**src/rtl/sdram_burst_sched.sv**
```systemverilog
// Burst scheduler for sdram_ctrl: arbitrates write-FIFO drain and read-FIFO fill bursts
// round-robin, keeping circular write/read address pointers within their regions.
module sdram_burst_sched #(
    parameter int ADDR_W     = 24,
    parameter int LEN_W      = 10,
    parameter int LVL_W      = 11,
    parameter int FIFO_DEPTH = 1024,
    parameter int TIMEOUT    = 4095
) (
    input  logic              sys_clk_i,
    input  logic              rst_i,
    input  logic              sdram_init_end_i,
    input  logic [LVL_W-1:0]  wr_fifo_level_i,
    input  logic [LVL_W-1:0]  rd_fifo_level_i,
    input  logic              rd_en_i,
    input  logic [ADDR_W-1:0] wr_base_i,
    input  logic [ADDR_W-1:0] wr_end_i,
    input  logic [ADDR_W-1:0] rd_base_i,
    input  logic [ADDR_W-1:0] rd_end_i,
    input  logic [LEN_W-1:0]  wr_burst_len_i,
    input  logic [LEN_W-1:0]  rd_burst_len_i,
    input  logic              addr_reset_i,
    output logic              sdram_wr_req_o,
    output logic [ADDR_W-1:0] sdram_wr_addr_o,
    output logic [LEN_W-1:0]  sdram_wr_length_o,
    input  logic              sdram_wr_ack_i,
    output logic              sdram_rd_req_o,
    output logic [ADDR_W-1:0] sdram_rd_addr_o,
    output logic [LEN_W-1:0]  sdram_rd_length_o,
    input  logic              sdram_rd_ack_i,
    output logic              busy_o,
    output logic              wr_wrap_o,
    output logic              rd_wrap_o,
    output logic              err_o
);
    localparam int TMR_W = $clog2(TIMEOUT + 1);
    localparam logic [LVL_W:0] DEPTH = (LVL_W+1)'(FIFO_DEPTH);

    typedef enum logic [2:0] {IDLE, WR_REQ, WR_BURST, RD_REQ, RD_BURST} state_t;
    state_t state, state_nxt;

    logic              wr_elig, rd_elig, grant_wr, grant_rd;
    logic              last_rd, addr_pend, to_idle, reload;
    logic              wr_done, rd_done, req_timeout;
    logic [ADDR_W-1:0] wr_ptr, rd_ptr;
    logic [ADDR_W:0]   wr_next, rd_next;
    logic [TMR_W-1:0]  tmr;

    // Extra bit on the level comparisons so level+len cannot overflow.
    assign wr_elig = sdram_init_end_i && (wr_burst_len_i != '0) &&
                     ({1'b0, wr_fifo_level_i} >= (LVL_W+1)'(wr_burst_len_i));
    assign rd_elig = sdram_init_end_i && rd_en_i && (rd_burst_len_i != '0) &&
                     (({1'b0, rd_fifo_level_i} + (LVL_W+1)'(rd_burst_len_i)) <= DEPTH);
    assign grant_wr = (state == IDLE) && wr_elig && (!rd_elig || last_rd);
    assign grant_rd = (state == IDLE) && rd_elig && (!wr_elig || !last_rd);

    assign req_timeout = (tmr == TMR_W'(TIMEOUT - 1));
    assign wr_done     = (state == WR_BURST) && !sdram_wr_ack_i;
    assign rd_done     = (state == RD_BURST) && !sdram_rd_ack_i;
    assign wr_next     = {1'b0, wr_ptr} + (ADDR_W+1)'(sdram_wr_length_o);
    assign rd_next     = {1'b0, rd_ptr} + (ADDR_W+1)'(sdram_rd_length_o);
    assign to_idle     = (state != IDLE) && (state_nxt == IDLE);
    assign reload      = ((state == IDLE) && addr_reset_i) ||
                         (to_idle && (addr_pend || addr_reset_i));

    always_ff @(posedge sys_clk_i) begin
        if (rst_i) state <= IDLE;
        else       state <= state_nxt;
    end

    always_comb begin
        state_nxt = state;
        case (state)
            IDLE: begin
                if (grant_wr)      state_nxt = WR_REQ;
                else if (grant_rd) state_nxt = RD_REQ;
            end
            WR_REQ: begin
                if (sdram_wr_req_o) begin
                    if (sdram_wr_ack_i)   state_nxt = WR_BURST;
                    else if (req_timeout) state_nxt = IDLE;
                end
            end
            WR_BURST: if (!sdram_wr_ack_i) state_nxt = IDLE;
            RD_REQ: begin
                if (sdram_rd_req_o) begin
                    if (sdram_rd_ack_i)   state_nxt = RD_BURST;
                    else if (req_timeout) state_nxt = IDLE;
                end
            end
            RD_BURST: if (!sdram_rd_ack_i) state_nxt = IDLE;
            default:  state_nxt = IDLE;
        endcase
    end

    always_comb begin
        busy_o = (state != IDLE);
    end

    // Request stays up only while the FSM remains in its REQ state, so ack or timeout drop it.
    always_ff @(posedge sys_clk_i) begin
        if (rst_i) begin
            sdram_wr_req_o <= 1'b0;
            sdram_rd_req_o <= 1'b0;
            wr_wrap_o      <= 1'b0;
            rd_wrap_o      <= 1'b0;
            err_o          <= 1'b0;
            last_rd        <= 1'b1;
            addr_pend      <= 1'b0;
            tmr            <= '0;
            wr_ptr         <= wr_base_i;
            rd_ptr         <= rd_base_i;
        end else begin
            sdram_wr_req_o <= (state == WR_REQ) && (state_nxt == WR_REQ);
            sdram_rd_req_o <= (state == RD_REQ) && (state_nxt == RD_REQ);
            wr_wrap_o      <= 1'b0;
            rd_wrap_o      <= 1'b0;
            addr_pend      <= (state != IDLE) && !to_idle && (addr_pend || addr_reset_i);
            if (to_idle && ((state == WR_REQ) || (state == RD_REQ))) err_o <= 1'b1;
            if (grant_wr)      last_rd <= 1'b0;
            else if (grant_rd) last_rd <= 1'b1;
            if (state == IDLE)
                tmr <= '0;
            else if (((state == WR_REQ) && sdram_wr_req_o) || ((state == RD_REQ) && sdram_rd_req_o))
                tmr <= tmr + TMR_W'(1);
            if (reload) begin
                wr_ptr <= wr_base_i;
                rd_ptr <= rd_base_i;
            end else begin
                if (wr_done) begin
                    if (wr_next >= {1'b0, wr_end_i}) begin
                        wr_ptr    <= wr_base_i;
                        wr_wrap_o <= 1'b1;
                    end else begin
                        wr_ptr <= wr_next[ADDR_W-1:0];
                    end
                end
                if (rd_done) begin
                    if (rd_next >= {1'b0, rd_end_i}) begin
                        rd_ptr    <= rd_base_i;
                        rd_wrap_o <= 1'b1;
                    end else begin
                        rd_ptr <= rd_next[ADDR_W-1:0];
                    end
                end
            end
        end
    end

    // Burst descriptor captured at grant; an IDLE-cycle address reload takes priority.
    always_ff @(posedge sys_clk_i) begin
        if (grant_wr) begin
            sdram_wr_addr_o   <= addr_reset_i ? wr_base_i : wr_ptr;
            sdram_wr_length_o <= wr_burst_len_i;
        end
        if (grant_rd) begin
            sdram_rd_addr_o   <= addr_reset_i ? rd_base_i : rd_ptr;
            sdram_rd_length_o <= rd_burst_len_i;
        end
    end
endmodule

```
**config.mk**
```make
export PLATFORM = sky130hd
export DESIGN_NAME = sdram_burst_sched
export DESIGN_NICKNAME = d
export VERILOG_FILES = /design/src/rtl/sdram_burst_sched.sv
export SDC_FILE = /design/constraint.sdc
export NUM_CORES = 1
export LEC_CHECK = 0
export CORE_MARGIN = 3
export CORE_UTILIZATION = 30
export CTS_BUF_LIST = sky130_fd_sc_hd__clkbuf_4 sky130_fd_sc_hd__clkbuf_8
export DETAILED_ROUTE_END_ITERATION = 16
export DONT_BUFFER_PORTS = 1
export MAX_ROUTING_LAYER = met4
export PLACE_DENSITY_LB_ADDON = 0.15
export SKIP_LAST_GASP = 1
export SYNTH_ARGS = -nofsm -noshare
export SYNTH_HDL_FRONTEND = slang
export SYNTH_SLANG_ARGS = --single-unit
```
**constraint.sdc**
```tcl
create_clock -name sys_clk_i -period 5.1 [get_ports sys_clk_i]
set_input_delay 1.02 -clock sys_clk_i [delete_from_list [all_inputs] [get_ports sys_clk_i]]
set_output_delay 1.02 -clock sys_clk_i [all_outputs]
set_load 0.02 [all_outputs]
```
==> impl_summary.txt, run 1 <==
----------------------------------------------------
[Detailed routing]
  Per-cell via count in the routed design ... 5.044
  Met1 WL ... 11.29 mm
  Detailed Routing Iterations Pass 1 ... 6
  Number of nets still failing antenna checks after routing ... 0
  DR WL met2 ... 11.45 mm
  Average routed wire per standard cell ... 19.74 um
  Sum of met3 wire segment lengths after detailed routing ... 1.218 mm
  Starting DRC count in detailed routing ... 358
  Top Metal Used ... met4
  Routed vias ... 6194
  Residual DRC count ... 0
  Wire length reported by the detailed router ... 24.24 mm

[Clock network]
  CTS Root Buffer Type ... sky130_fd_sc_hd__clkbuf_8
  CTS H-tree lvls ... 4
  Total clock buffers created by CTS ... 17
  Clock latency at the later pin of the worst-skew pair ... 0.47 ns
  Sink count of the clock tree ... 138
  CTS tree ... done
  Post-CTS Hold Fix Bufs ... 0
  Clock buffer depth ... 2
  Clock-pin slew reported for the worst setup and hold paths after clock tree synthesis ... 0.10 ns

[Yosys]
  Number of enable-type register cells in the synthesized netlist ... 116
  Most used standard cells in the synthesized netlist ... sky130_fd_sc_hd__edfxtp_1 (116), sky130_fd_sc_hd__mux2_2 (95), sky130_fd_sc_hd__ha_1 (90)
  Post-synthesis sequential area ratio ... 43.42%
  Cell type with the highest aggregate area in the netlist ... sky130_fd_sc_hd__edfxtp_1
  Number of cells produced by synthesis ... 815
  Synthesized flop and latch total ... 138
  Cell area after synthesis ... 9036 um2
  Leading cell type by number of instances after synthesis ... sky130_fd_sc_hd__edfxtp_1
  Synthesized net count ... 1053
  Yosys warning total ... 0
  Count of different cell masters after synthesis ... 69
  Fraction of registers with async set/reset ... 0%
  Post-Synthesis Mean Instance Area ... 11.09 um2
  Share of the synthesized area in the top cell type ... 38.55%
  Top cells by area, synth ... sky130_fd_sc_hd__edfxtp_1 (39%), sky130_fd_sc_hd__ha_1 (12%), sky130_fd_sc_hd__mux2_2 (12%)
  Predominant post-synthesis flop cell ... sky130_fd_sc_hd__edfxtp_1

[Worst setup path]
  Element type at the critical path end ... flop
  Slowest-stage cell, CP ... sky130_fd_sc_hd__edfxtp_1
  Sum of buffers and inverters on the critical path ... 1
  Crit Path Category ... flop to flop
  Max incr delay on CP ... 0.55 ns
  Logic depth of the worst register-to-register path ... 17
  Data arrival time at the worst-slack endpoint ... 5.09 ns
  Reg-to-reg setup timing slack ... 0.22 ns
  R2r startpoint ... sdram_wr_length_o[0]
  Critical path endpoint ... wr_ptr[8]
  Number of cells on the critical path ... 17
  Largest driver fanout on the critical path ... 17
  Family of cells with the greatest summed delay on the critical path ... compound AO/OA/AOI/OAI gates
  Critical Path Source Type ... flop
  Beginning of the critical path ... sdram_wr_length_o[0]
  CP required ... 5.32 ns
  R2r endpoint ... wr_ptr[8]
  Cells along the critical path ... ha_1 -> fa_1 -> a211oi_1 -> o21bai_1 -> and2_1 -> o21a_1 -> nand3_1 -> xnor2_1 -> ha_1 -> a21o_1 -> a21o_1 -> a21oi_1 -> o2111ai_1 -> a31oi_2 -> nand2_2 -> buf_12 -> mux2_2

[Floorplan]
  Area of the core region ... 29170 um2
  Initial Utilization ... 30.98%
  Vert. Die Dim ... 179.6 um
  Area of the die ... 32240 um2
  Row Count ... 62
  Width of the chip ... 179.6 um
  Boundary pin count ... 219

[Finish]
  Total Nets Final ... 1069
  Area growth syn-to-layout ... 10.07%
  Fraction of final layout cells sized beyond drive strength 1 ... 18.36%
  Final std cells w/o fill ... 1228
  Final design area excluding fillers ... 9946 um2
  N_diodes ... 0

[Worst hold path]
  Worst hold path depth ... 2
  Path type of the worst min-delay path ... flop to flop

[Power]
  Reg power frac ... 42.3%
  Switching Share ... 35.81%
  Leak Pwr ... 3.811 nW
  Int Power ... 2.404 mW
  Power density relative to cell area ... 376.6 nW/um2
  Power spent charging and discharging nets ... 1.341 mW
  Clk pwr share ... 23.8%
  Peak supply drop ... 0.1540 mV
  Combinational share of power ... 33.9%

[GRT]
  Vias in the first global route ... 6323
  Initial antenna violation count ... 0
  Overall overflow remaining after global route ... 0
  Global-route wire length before repair ... 37.43 mm
  Largest net degree at the start of global routing ... 51
  GRT Overall Usage ... 15.29%

[Timing]
  Final Hold Viols ... 0
  Actual transition at the worst max-transition pin ... 0.8039 ns
  Maximum clock skew at final layout ... 0.02316 ns
  Fmax ... 205.1 MHz
  Relative slew margins ... 46.41%
  Final TNS setup ... 0 ns
  Final setup fails ... 0
  Setup repair after global routing missed its margin ... no
  Final Cycle Share ... 95.60%
  Pins over their slew limit ... 0
  Final period demand of the worst path ... 4.876 ns

[Run]
  Number of max-cap violations ... 0

[Place]
  RePlAce Congestion ... 0.8267
  Placed instance count ... 1196
  Number of input and output port buffers inserted ... 0
  Post-detailed-placement half-perimeter wirelength ... 18.95 mm
  Placement-stage cell area ... 9573 um2

[Status]
  Run status ... finished clean

----------------------------------------------------
## timing repair
action | 4_1_cts | 5_1_grt
gates resized for setup | 0 | 1
setup endpoints to repair | 0 | 17
setup buffers | 0 | 0
## flip-flops by register name, indices dropped and copies added (netlist names)
register,cells
sdram_wr_req_o,1
sdram_wr_addr_o,24
sdram_rd_length_o,10
rd_wrap_o,1
sdram_rd_addr_o,24
last_rd,1
sdram_rd_req_o,1
rd_ptr,24
wr_ptr,24
sdram_wr_length_o,10
tmr,12
err_o,1
addr_pend,1
state,3
wr_wrap_o,1
## layout make-up
| type | instances | area, um2 |
|---|---|---|
| fill | 2975 | 19220 |
| inverter | 73 | 274.0 |
| clock buffer | 18 | 247.7 |
| timing repair buffer | 11 | 120.1 |
| sequential | 138 | 3924 |
| multi-input combinational | 590 | 4781 |
| clock inverter | 14 | 118.9 |
| tap | 384 | 480.5 |
## worst min-delay path: stages, from the launching register on
cell and delay [ns]:
sky130_fd_sc_hd__dfxtp_1 0.33, sky130_fd_sc_hd__nor2_1 0.08, sky130_fd_sc_hd__nor3_1 0.05
## through the flow
| stage | power, mW | utilization, % | worst slack [ns] | hold WS [ns] |
|---|---|---|---|---|
| finish | 3.746 | 34.10 | 0.2242 | 0.4929 |
| global route | 4.040 | 34.10 | 0.05058 | 0.5130 |
| CTS | 3.804 | 34.08 | 0.08271 | 0.4964 |
| detailed placement | 2.888 | 32.82 | 0.1062 | 0.4814 |
| global placement | 2.894 | 32.82 | 0.1148 | 0.4794 |
| floorplan | 2.563 | - | 0.4061 | 0.4655 |
## placed cells by master, fill, tap and decap left out, types with 6 or more instances in the layout
master                     instances
sky130_fd_sc_hd__edfxtp_1        116
sky130_fd_sc_hd__mux2_2           95
sky130_fd_sc_hd__ha_1             90
sky130_fd_sc_hd__inv_1            73
sky130_fd_sc_hd__nor2_1           48
sky130_fd_sc_hd__a21oi_1          36
sky130_fd_sc_hd__xnor2_1          36
sky130_fd_sc_hd__nand2_1          35
sky130_fd_sc_hd__o21ai_0          32
sky130_fd_sc_hd__nand3_1          26
sky130_fd_sc_hd__dfxtp_1          22
sky130_fd_sc_hd__nand4_1          20
sky130_fd_sc_hd__nor3_1           18
sky130_fd_sc_hd__xor2_1           18
sky130_fd_sc_hd__clkbuf_8         18
sky130_fd_sc_hd__a21o_1           14
sky130_fd_sc_hd__a211oi_1         12
sky130_fd_sc_hd__o21a_1           12
sky130_fd_sc_hd__buf_4             8
sky130_fd_sc_hd__and3_1            7
sky130_fd_sc_hd__or3_1             6
## cell families after synthesis
group,synth area share [%]
flip-flops,43.42
AND/OR/NAND/NOR,10.77
adder cells (fa/ha/maj),13.13
buffers and inverters,3.905
XOR/XNOR,5.234
AO/OA/AOI/OAI,11.34
multiplexers,12.20
## worst min path at each step
stage / startpoint / end / slack (ns)
6_report: addr_pend / addr_pend / 0.49
5_1_grt: addr_pend / addr_pend / 0.51
4_1_cts: addr_pend / addr_pend / 0.50
3_5_place_dp: addr_pend / addr_pend / 0.48
3_3_place_gp: addr_pend / addr_pend / 0.48
2_1_floorplan: addr_pend / addr_pend / 0.47
## routing by layer
| metal | vias to the layer above | GRT usage (%) |
|---|---|---|
| met5 | - | - |
| met4 | 0 | 3.899 |
| li1 | 3081 | - |
| met2 | 142 | 24.31 |
| met3 | 17 | 4.386 |
| met1 | 2954 | 19.25 |
## power by group through the flow
stage          clock [mW]  sequential [mW]  combinational, mW
3_5_place_dp            0             1.61               1.28
6_report            0.893             1.58               1.27
5_1_grt             0.987             1.60               1.45
3_3_place_gp            0             1.61               1.28
2_1_floorplan           0             1.57              0.992
4_1_cts             0.932             1.59               1.29
No activity file was read; power rests on OpenSTA's default activity.
==> run 2, diff against run 1 <==
- CORE_MARGIN: 3 -> 5
- clock period: 5.1 -> 3.9 ns (I/O delays scaled with it)
==> run 2 against run 1 <==
  * The flow now finishes with violations (setup timing)
  * Cell count increased by 9.0%
  * Sequential share of layout area fell by 3.9 points
  * Hold slack got worse by 0.14 ns
==> impl_summary.txt, run 2 (synthesis results as in run 1) <==
----------------------------------------------------
[Power]
  Clk pwr share ... 24.1% (was 23.8%)
  Combinational share of power ... 38.6% (was 33.9%)
  Peak supply drop ... 0.2434 mV (was 0.1540 mV)
  Leak Pwr ... 4.403 nW (was 3.811 nW)
  Power density relative to cell area ... 499.5 nW/um2 (was 376.6 nW/um2)
  Power spent charging and discharging nets ... 1.918 mW (was 1.341 mW)
  Switching Share ... 34.79% (was 35.81%)
  Int Power ... 3.595 mW (was 2.404 mW)
  Reg power frac ... 37.3% (was 42.3%)

[Clock network]
  Clock latency at the later pin of the worst-skew pair ... 0.48 ns (was 0.47 ns)
  CTS Root Buffer Type ... sky130_fd_sc_hd__clkbuf_8 (unchanged)
  CTS H-tree lvls ... 4 (unchanged)
  CTS tree ... done (unchanged)
  Clock buffer depth ... 2 (unchanged)
  Clock-pin slew reported for the worst setup and hold paths after clock tree synthesis ... 0.11 ns (was 0.10 ns)
  Sink count of the clock tree ... 138 (unchanged)
  Total clock buffers created by CTS ... 17 (unchanged)

[Finish]
  N_diodes ... 0 (unchanged)
  Most frequent cells in the layout ... sky130_fd_sc_hd__edfxtp_1 (116), sky130_fd_sc_hd__buf_4 (108), sky130_fd_sc_hd__mux2_2 (93) (was sky130_fd_sc_hd__edfxtp_1 (116), sky130_fd_sc_hd__mux2_2 (95), sky130_fd_sc_hd__ha_1 (90))
  Total Nets Final ... 1173 (was 1069)
  Commonest non-fill, non-tap cell in the layout ... sky130_fd_sc_hd__edfxtp_1 (unchanged)
  Fraction of final layout cells sized beyond drive strength 1 ... 30.91% (was 18.36%)
  Final design area excluding fillers ... 11040 um2 (was 9946 um2)
  Fraction of the core area covered by cells at the end of the flow ... 37.14% (was 34.10%)
  Area growth syn-to-layout ... 22.13% (was 10.07%)

[Detailed routing]
  Wire length reported by the detailed router ... 25.69 mm (was 24.24 mm)
  Starting DRC count in detailed routing ... 277 (was 358)
  DR WL met2 ... 12.34 mm (was 11.45 mm)
  Per-cell via count in the routed design ... 4.933 (was 5.044)
  Residual DRC count ... 0 (unchanged)
  Number of nets still failing antenna checks after routing ... 0 (unchanged)
  Average routed wire per standard cell ... 19.20 um (was 19.74 um)
  Top Metal Used ... met4 (unchanged)
  Detailed Routing Iterations Pass 1 ... 4 (was 6)
  Sum of met3 wire segment lengths after detailed routing ... 1.326 mm (was 1.218 mm)
  Met1 WL ... 11.80 mm (was 11.29 mm)
  Routed vias ... 6600 (was 6194)

[GRT]
  GRT Overall Usage ... 15.56% (was 15.29%)
  Overall overflow remaining after global route ... 0 (unchanged)
  Global-route wire length before repair ... 39.29 mm (was 37.43 mm)
  Largest net degree at the start of global routing ... 51 (unchanged)
  Initial antenna violation count ... 0 (unchanged)
  Vias in the first global route ... 6776 (was 6323)

[Worst setup path]
  Beginning of the critical path ... sdram_rd_length_o[0] (was sdram_wr_length_o[0])
  Critical Path Source Type ... flop (unchanged)
  Max incr delay on CP ... 0.42 ns (was 0.55 ns)
  CP required ... 4.12 ns (was 5.32 ns)
  Cells along the critical path ... ha_2 -> fa_2 -> a211o_1 -> a211o_1 -> a31o_2 -> a21oi_4 -> nor2_1 -> xor2_1 -> ha_1 -> a211oi_2 -> o22ai_1 -> nor3_1 -> o21ai_1 -> o21ai_2 -> nand4_4 -> buf_12 -> mux2_2 (was ha_1 -> fa_1 -> a211oi_1 -> o21bai_1 -> and2_1 -> o21a_1 -> nand3_1 -> xnor2_1 -> ha_1 -> a21o_1 -> a21o_1 -> a21oi_1 -> o2111ai_1 -> a31oi_2 -> nand2_2 -> buf_12 -> mux2_2)
  Data arrival time at the worst-slack endpoint ... 4.43 ns (was 5.09 ns)
  Sum of buffers and inverters on the critical path ... 1 (unchanged)
  Most frequent cell on the critical path ... sky130_fd_sc_hd__a211o_1
  R2r startpoint ... sdram_rd_length_o[0] (was sdram_wr_length_o[0])
  Largest driver fanout on the critical path ... 18 (was 17)
  Crit Path Category ... flop to flop (unchanged)
  Family of cells with the greatest summed delay on the critical path ... compound AO/OA/AOI/OAI gates (unchanged)
  Element type at the critical path end ... flop (unchanged)
  Slowest-stage cell, CP ... sky130_fd_sc_hd__edfxtp_1 (unchanged)

[Timing]
  Final Hold Viols ... 0 (unchanged)
  Pins over their slew limit ... 0 (unchanged)
  Actual transition at the worst max-transition pin ... 0.5326 ns (was 0.8039 ns)
  Setup repair after global routing missed its margin ... yes (was no)
  Final period demand of the worst path ... 4.205 ns (was 4.876 ns)
  Fmax ... 237.8 MHz (was 205.1 MHz)
  Final setup fails ... 48 (was 0)
  Relative slew margins ... 63.57% (was 46.41%)
  Hold WS ... 0.3518 ns (was 0.4929 ns)
  Maximum clock skew at final layout ... 0.02864 ns (was 0.02316 ns)
  Final Cycle Share ... 107.8% (was 95.60%)
  Final setup margin ... -0.3054 ns (was 0.2242 ns)

[Floorplan]
  Row Count ... 63 (was 62)
  Initial Utilization ... 30.41% (was 30.98%)
  Area of the die ... 33690 um2 (was 32240 um2)
  Width of the chip ... 183.6 um (was 179.6 um)
  Vert. Die Dim ... 183.6 um (was 179.6 um)
  Boundary pin count ... 219 (unchanged)
  Area of the core region ... 29720 um2 (was 29170 um2)

[Place]
  Worst slack at placement ... -0.4482 ns (was 0.1062 ns)
  RePlAce Congestion ... 0.8192 (was 0.8267)
  Placement-stage cell area ... 10350 um2 (was 9573 um2)
  Post-detailed-placement half-perimeter wirelength ... 19.79 mm (was 18.95 mm)
  Number of input and output port buffers inserted ... 0 (unchanged)

[Status]
  Run status ... finished with violations (was finished clean)
  Violated checks ... setup timing

[Worst hold path]
  Path type of the worst min-delay path ... input pin to flop (was flop to flop)
  Hold Startpoint ... rst_i (was addr_pend)

[Run]
  Number of max-cap violations ... 0 (unchanged)

----------------------------------------------------
-- run 2: layout make-up --
type / instances / area [um2]
Inverter: 73 / 274.0
Tap cell: 390 / 488.0
Clock inverter: 15 / 182.7
Clock buffer: 17 / 234.0
Multi-Input combinational cell: 590 / 5000
Fill cell: 2927 / 18680
Timing Repair Buffer: 115 / 933.4
Sequential cell: 138 / 3924
-- run 2: final timing paths --
check | endpoint | slack [ns] | cells after the start
worst max-delay path | rd_ptr[7] | -0.31 | 17
worst min register to register | addr_pend | 0.49 | 2
worst min-delay path | err_o | 0.35 | 1
worst max register to register | rd_ptr[7] | -0.31 | 17
-- run 2: stage by stage --
step	power [mW]	instances	setup TNS [ns]
after floorplan	3.374	815	-2.627
after global placement	4.104	1296	-12.44
after detailed placement	4.099	1296	-14.61
after CTS	5.566	1339	-11.61
after global routing	5.912	1338	-18.81
final	5.513	1338	-7.959
-- run 2: what timing repair did --
action / 4_1_cts / 5_1_grt
setup endpoints to repair: 48 / 50
gates cloned: 2 / 0
buffers inserted: 9 / 2
hold buffers: 0 / 0
resized for setup: 21 / 20
pin swaps: 15 / 16
-- run 2: power by group through the flow --
stage,logic (mW),clock network [mW],registers (mW)
floorplan,1.32,0,2.05
global placement,2.02,0,2.08
detailed placement,2.01,0,2.09
CTS,2.13,1.38,2.06
global route,2.38,1.44,2.09
finish,2.13,1.33,2.06
-- run 2: metal layers --
layer	vias up	track usage (%)
met1	3162	20.24
met2	144	24.52
met3	15	3.997
li1	3279	-
met5	-	-
met4	0	3.486
==> run 3, diff against run 2 <==
- CELL_PAD_IN_SITES_DETAIL_PLACEMENT: unset -> 1
- CELL_PAD_IN_SITES_GLOBAL_PLACEMENT: unset -> 1
- CORE_ASPECT_RATIO: unset -> 0.6
- SETUP_SLACK_MARGIN: unset -> 0.15
==> run 3 against run 2 <==
  * The flow still finishes with violations (setup timing)
  * Wire length rose by 20%
  * Non-clock buffer count is 36 higher
  * Count of clock-buffer cells in the layout rose by 2
  * Die area is 0.34% higher
  * Critical endpoint is now rd_ptr[4]
  * Critical path type unchanged
==> impl_summary.txt, run 3 (synthesis results as in run 1) <==
----------------------------------------------------
[Floorplan]
  Initial Utilization ... 30.33% (was 30.41%)
  Boundary pin count ... 219 (unchanged)
  Width of the chip ... 234.1 um (was 183.6 um)
  Row Count ... 49 (was 63)
  Vert. Die Dim ... 144.4 um (was 183.6 um)
  Area of the core region ... 29800 um2 (was 29720 um2)
  Area of the die ... 33810 um2 (was 33690 um2)

[Clock network]
  Sink count of the clock tree ... 138 (unchanged)
  CTS Root Buffer Type ... sky130_fd_sc_hd__clkbuf_8 (unchanged)
  Clock latency at the later pin of the worst-skew pair ... 0.49 ns (was 0.48 ns)
  Clock-pin slew reported for the worst setup and hold paths after clock tree synthesis ... 0.10 ns (was 0.11 ns)
  Total clock buffers created by CTS ... 17 (unchanged)
  CTS H-tree lvls ... 4 (unchanged)
  Clock buffer depth ... 2 (unchanged)
  CTS tree ... done (unchanged)

[Worst setup path]
  Critical Path Source Type ... flop (unchanged)
  Family of cells with the greatest summed delay on the critical path ... compound AO/OA/AOI/OAI gates (unchanged)
  Cells along the critical path ... ha_4 -> fa_2 -> a211o_1 -> a211o_1 -> nand2_1 -> o21ai_2 -> nand4_1 -> xnor2_1 -> ha_1 -> a21o_1 -> a21o_1 -> a21oi_1 -> nor2_1 -> a211oi_2 -> nand4_4 -> buf_12 -> mux2_1 (was ha_2 -> fa_2 -> a211o_1 -> a211o_1 -> a31o_2 -> a21oi_4 -> nor2_1 -> xor2_1 -> ha_1 -> a211oi_2 -> o22ai_1 -> nor3_1 -> o21ai_1 -> o21ai_2 -> nand4_4 -> buf_12 -> mux2_2)
  Largest driver fanout on the critical path ... 17 (was 18)
  Reg-to-reg setup timing slack ... -0.39 ns (was -0.31 ns)
  Element type at the critical path end ... flop (unchanged)
  R2r startpoint ... rd_ptr[0] (was sdram_rd_length_o[0])
  Crit Path Category ... flop to flop (unchanged)
  R2r endpoint ... rd_ptr[4] (was rd_ptr[7])
  Logic depth of the worst register-to-register path ... 17 (unchanged)
  Slowest-stage cell, CP ... sky130_fd_sc_hd__edfxtp_1 (unchanged)
  Sum of buffers and inverters on the critical path ... 1 (unchanged)
  Data arrival time at the worst-slack endpoint ... 4.53 ns (was 4.43 ns)
  CP required ... 4.14 ns (was 4.12 ns)
  Max incr delay on CP ... 0.44 ns (was 0.42 ns)

[GRT]
  Overall overflow remaining after global route ... 0 (unchanged)
  Initial antenna violation count ... 0 (unchanged)
  Vias in the first global route ... 7189 (was 6776)
  GRT Overall Usage ... 18.49% (was 15.56%)
  Global-route wire length before repair ... 45.29 mm (was 39.29 mm)
  Largest net degree at the start of global routing ... 51 (unchanged)

[Power]
  Leak Pwr ... 4.676 nW (was 4.403 nW)
  Power spent charging and discharging nets ... 2.174 mW (was 1.918 mW)
  Peak supply drop ... 0.2000 mV (was 0.2434 mV)
  Combinational share of power ... 42.5% (was 38.6%)
  Switching Share ... 35.46% (was 34.79%)
  Power density relative to cell area ... 527.7 nW/um2 (was 499.5 nW/um2)
  Reg power frac ... 33.8% (was 37.3%)
  Clk pwr share ... 23.7% (was 24.1%)
  Int Power ... 3.956 mW (was 3.595 mW)

[Detailed routing]
  Per-cell via count in the routed design ... 5.007 (was 4.933)
  Residual DRC count ... 0 (unchanged)
  Number of nets still failing antenna checks after routing ... 0 (unchanged)
  Routed vias ... 6970 (was 6600)
  DR WL met2 ... 12.41 mm (was 12.34 mm)
  Detailed Routing Iterations Pass 1 ... 5 (was 4)
  Starting DRC count in detailed routing ... 457 (was 277)
  Wire length reported by the detailed router ... 30.78 mm (was 25.69 mm)
  Sum of met3 wire segment lengths after detailed routing ... 1.453 mm (was 1.326 mm)
  Met1 WL ... 16.68 mm (was 11.80 mm)
  Average routed wire per standard cell ... 22.11 um (was 19.20 um)
  Top Metal Used ... met4 (unchanged)

[Place]
  Post-detailed-placement half-perimeter wirelength ... 23.80 mm (was 19.79 mm)
  Placement-stage cell area ... 10550 um2 (was 10350 um2)
  RePlAce Congestion ... 0.8359 (was 0.8192)
  Worst slack at placement ... -0.4387 ns (was -0.4482 ns)
  Number of input and output port buffers inserted ... 0 (unchanged)
  Placed instance count ... 1338 (was 1296)

[Status]
  Run status ... finished with violations (unchanged)
  Violated checks ... setup timing (unchanged)

[Timing]
  Actual transition at the worst max-transition pin ... 0.6195 ns (was 0.5326 ns)
  Fmax ... 232.9 MHz (was 237.8 MHz)
  Hold WS ... 0.3499 ns (was 0.3518 ns)
  Final setup fails ... 49 (was 48)
  Pins over their slew limit ... 0 (unchanged)
  Maximum clock skew at final layout ... 0.01712 ns (was 0.02864 ns)
  Final setup margin ... -0.3932 ns (was -0.3054 ns)
  Final Hold Viols ... 0 (unchanged)
  Setup repair after global routing missed its margin ... yes (unchanged)
  Final Cycle Share ... 110.1% (was 107.8%)
  Relative slew margins ... 58.32% (was 63.57%)
  Final period demand of the worst path ... 4.293 ns (was 4.205 ns)

[Worst hold path]
  Worst hold path depth ... 1 (unchanged)
  Hold Startpoint ... rst_i (unchanged)
  Path type of the worst min-delay path ... input pin to flop (unchanged)
  Min-Delay Endpoint ... err_o (unchanged)

[Finish]
  Area growth syn-to-layout ... 28.54% (was 22.13%)
  Commonest non-fill, non-tap cell in the layout ... sky130_fd_sc_hd__buf_4 (was sky130_fd_sc_hd__edfxtp_1)
  N_diodes ... 0 (unchanged)
  Fraction of final layout cells sized beyond drive strength 1 ... 34.45% (was 30.91%)
  Combined flip-flop and latch cell area ... 3924 um2 (unchanged)
  Fillers ... 3300 (was 2927)
  Most frequent cells in the layout ... sky130_fd_sc_hd__buf_4 (136), sky130_fd_sc_hd__edfxtp_1 (116), sky130_fd_sc_hd__mux2_2 (91) (was sky130_fd_sc_hd__edfxtp_1 (116), sky130_fd_sc_hd__buf_4 (108), sky130_fd_sc_hd__mux2_2 (93))
  Combined area of the multi-input logic cells ... 5120 um2 (was 5000 um2)
  Final std cells w/o fill ... 1392 (was 1338)
  Final design area excluding fillers ... 11610 um2 (was 11040 um2)
  Total Nets Final ... 1209 (was 1173)

[Run]
  Number of max-cap violations ... 0 (unchanged)

----------------------------------------------------
run 3: worst reg2reg max path, delay by kind of cell (launching register included):
kind | cells | cell delay [ns]
adders and majority gates | 3 | 0.85
xor gates and xnor gates | 1 | 0.16
AOI/OAI and AO/OA | 7 | 1.55
DFF | 1 | 0.44
muxes | 1 | 0.33
and+or+nand+nor | 4 | 0.51
buffers and inverters | 1 | 0.20
run 3: worst max-delay path by stage:
stage            endpoint                  from  depth (start not counted)
2_1_floorplan   rd_ptr[4]  sdram_rd_length_o[0]                         17
3_3_place_gp    rd_ptr[2]             rd_ptr[0]                         18
3_5_place_dp   rd_ptr[20]             rd_ptr[0]                         18
4_1_cts         rd_ptr[4]             rd_ptr[0]                         18
5_1_grt         rd_ptr[4]  sdram_rd_length_o[0]                         17
6_report        rd_ptr[4]             rd_ptr[0]                         17
run 3: power by group through the flow:
stage,clock [mW],sequential [mW],combinational [mW]
after global placement,0,2.09,2.25
after detailed placement,0,2.09,2.26
after CTS,1.49,2.06,2.41
after global routing,1.55,2.09,2.85
after floorplan,0,2.05,1.32
final,1.45,2.07,2.61
run 3: area by class of cell:
class	instances	area share (%)
Multi-Input combinational cell	590	44.08
Tap cell	408	4.395
Clock inverter	13	1.864
Sequential cell	138	33.78
Timing Repair Buffer	151	11.38
Clock buffer	19	2.144
Inverter	73	2.359
run 3: through the flow:
| step | util (%) | power, mW | TNS [ns] |
|---|---|---|---|
| finish | 38.98 | 6.130 | -16.45 |
| global route | 38.98 | 6.493 | -25.91 |
| CTS | 37.86 | 5.962 | -15.47 |
| detailed placement | 35.41 | 4.350 | -17.63 |
| global placement | 35.41 | 4.340 | -10.48 |
| floorplan | - | 3.376 | -2.777 |
run 3: repair_timing:
item / in CTS / in global routing
cloned: 3 / 0
buffers inserted: 9 / 10
pin swaps: 1 / 20
hold buffers: 0 / 0
gates resized for setup: 20 / 40
endpoints found under the setup margin: 49 / 50
run 3: metal layers:
layer  vias up  GRT usage [%]
met3        14          4.199
met4         0          3.334
li1       3375              -
met5         -              -
met1      3447          28.73
met2       134          24.23
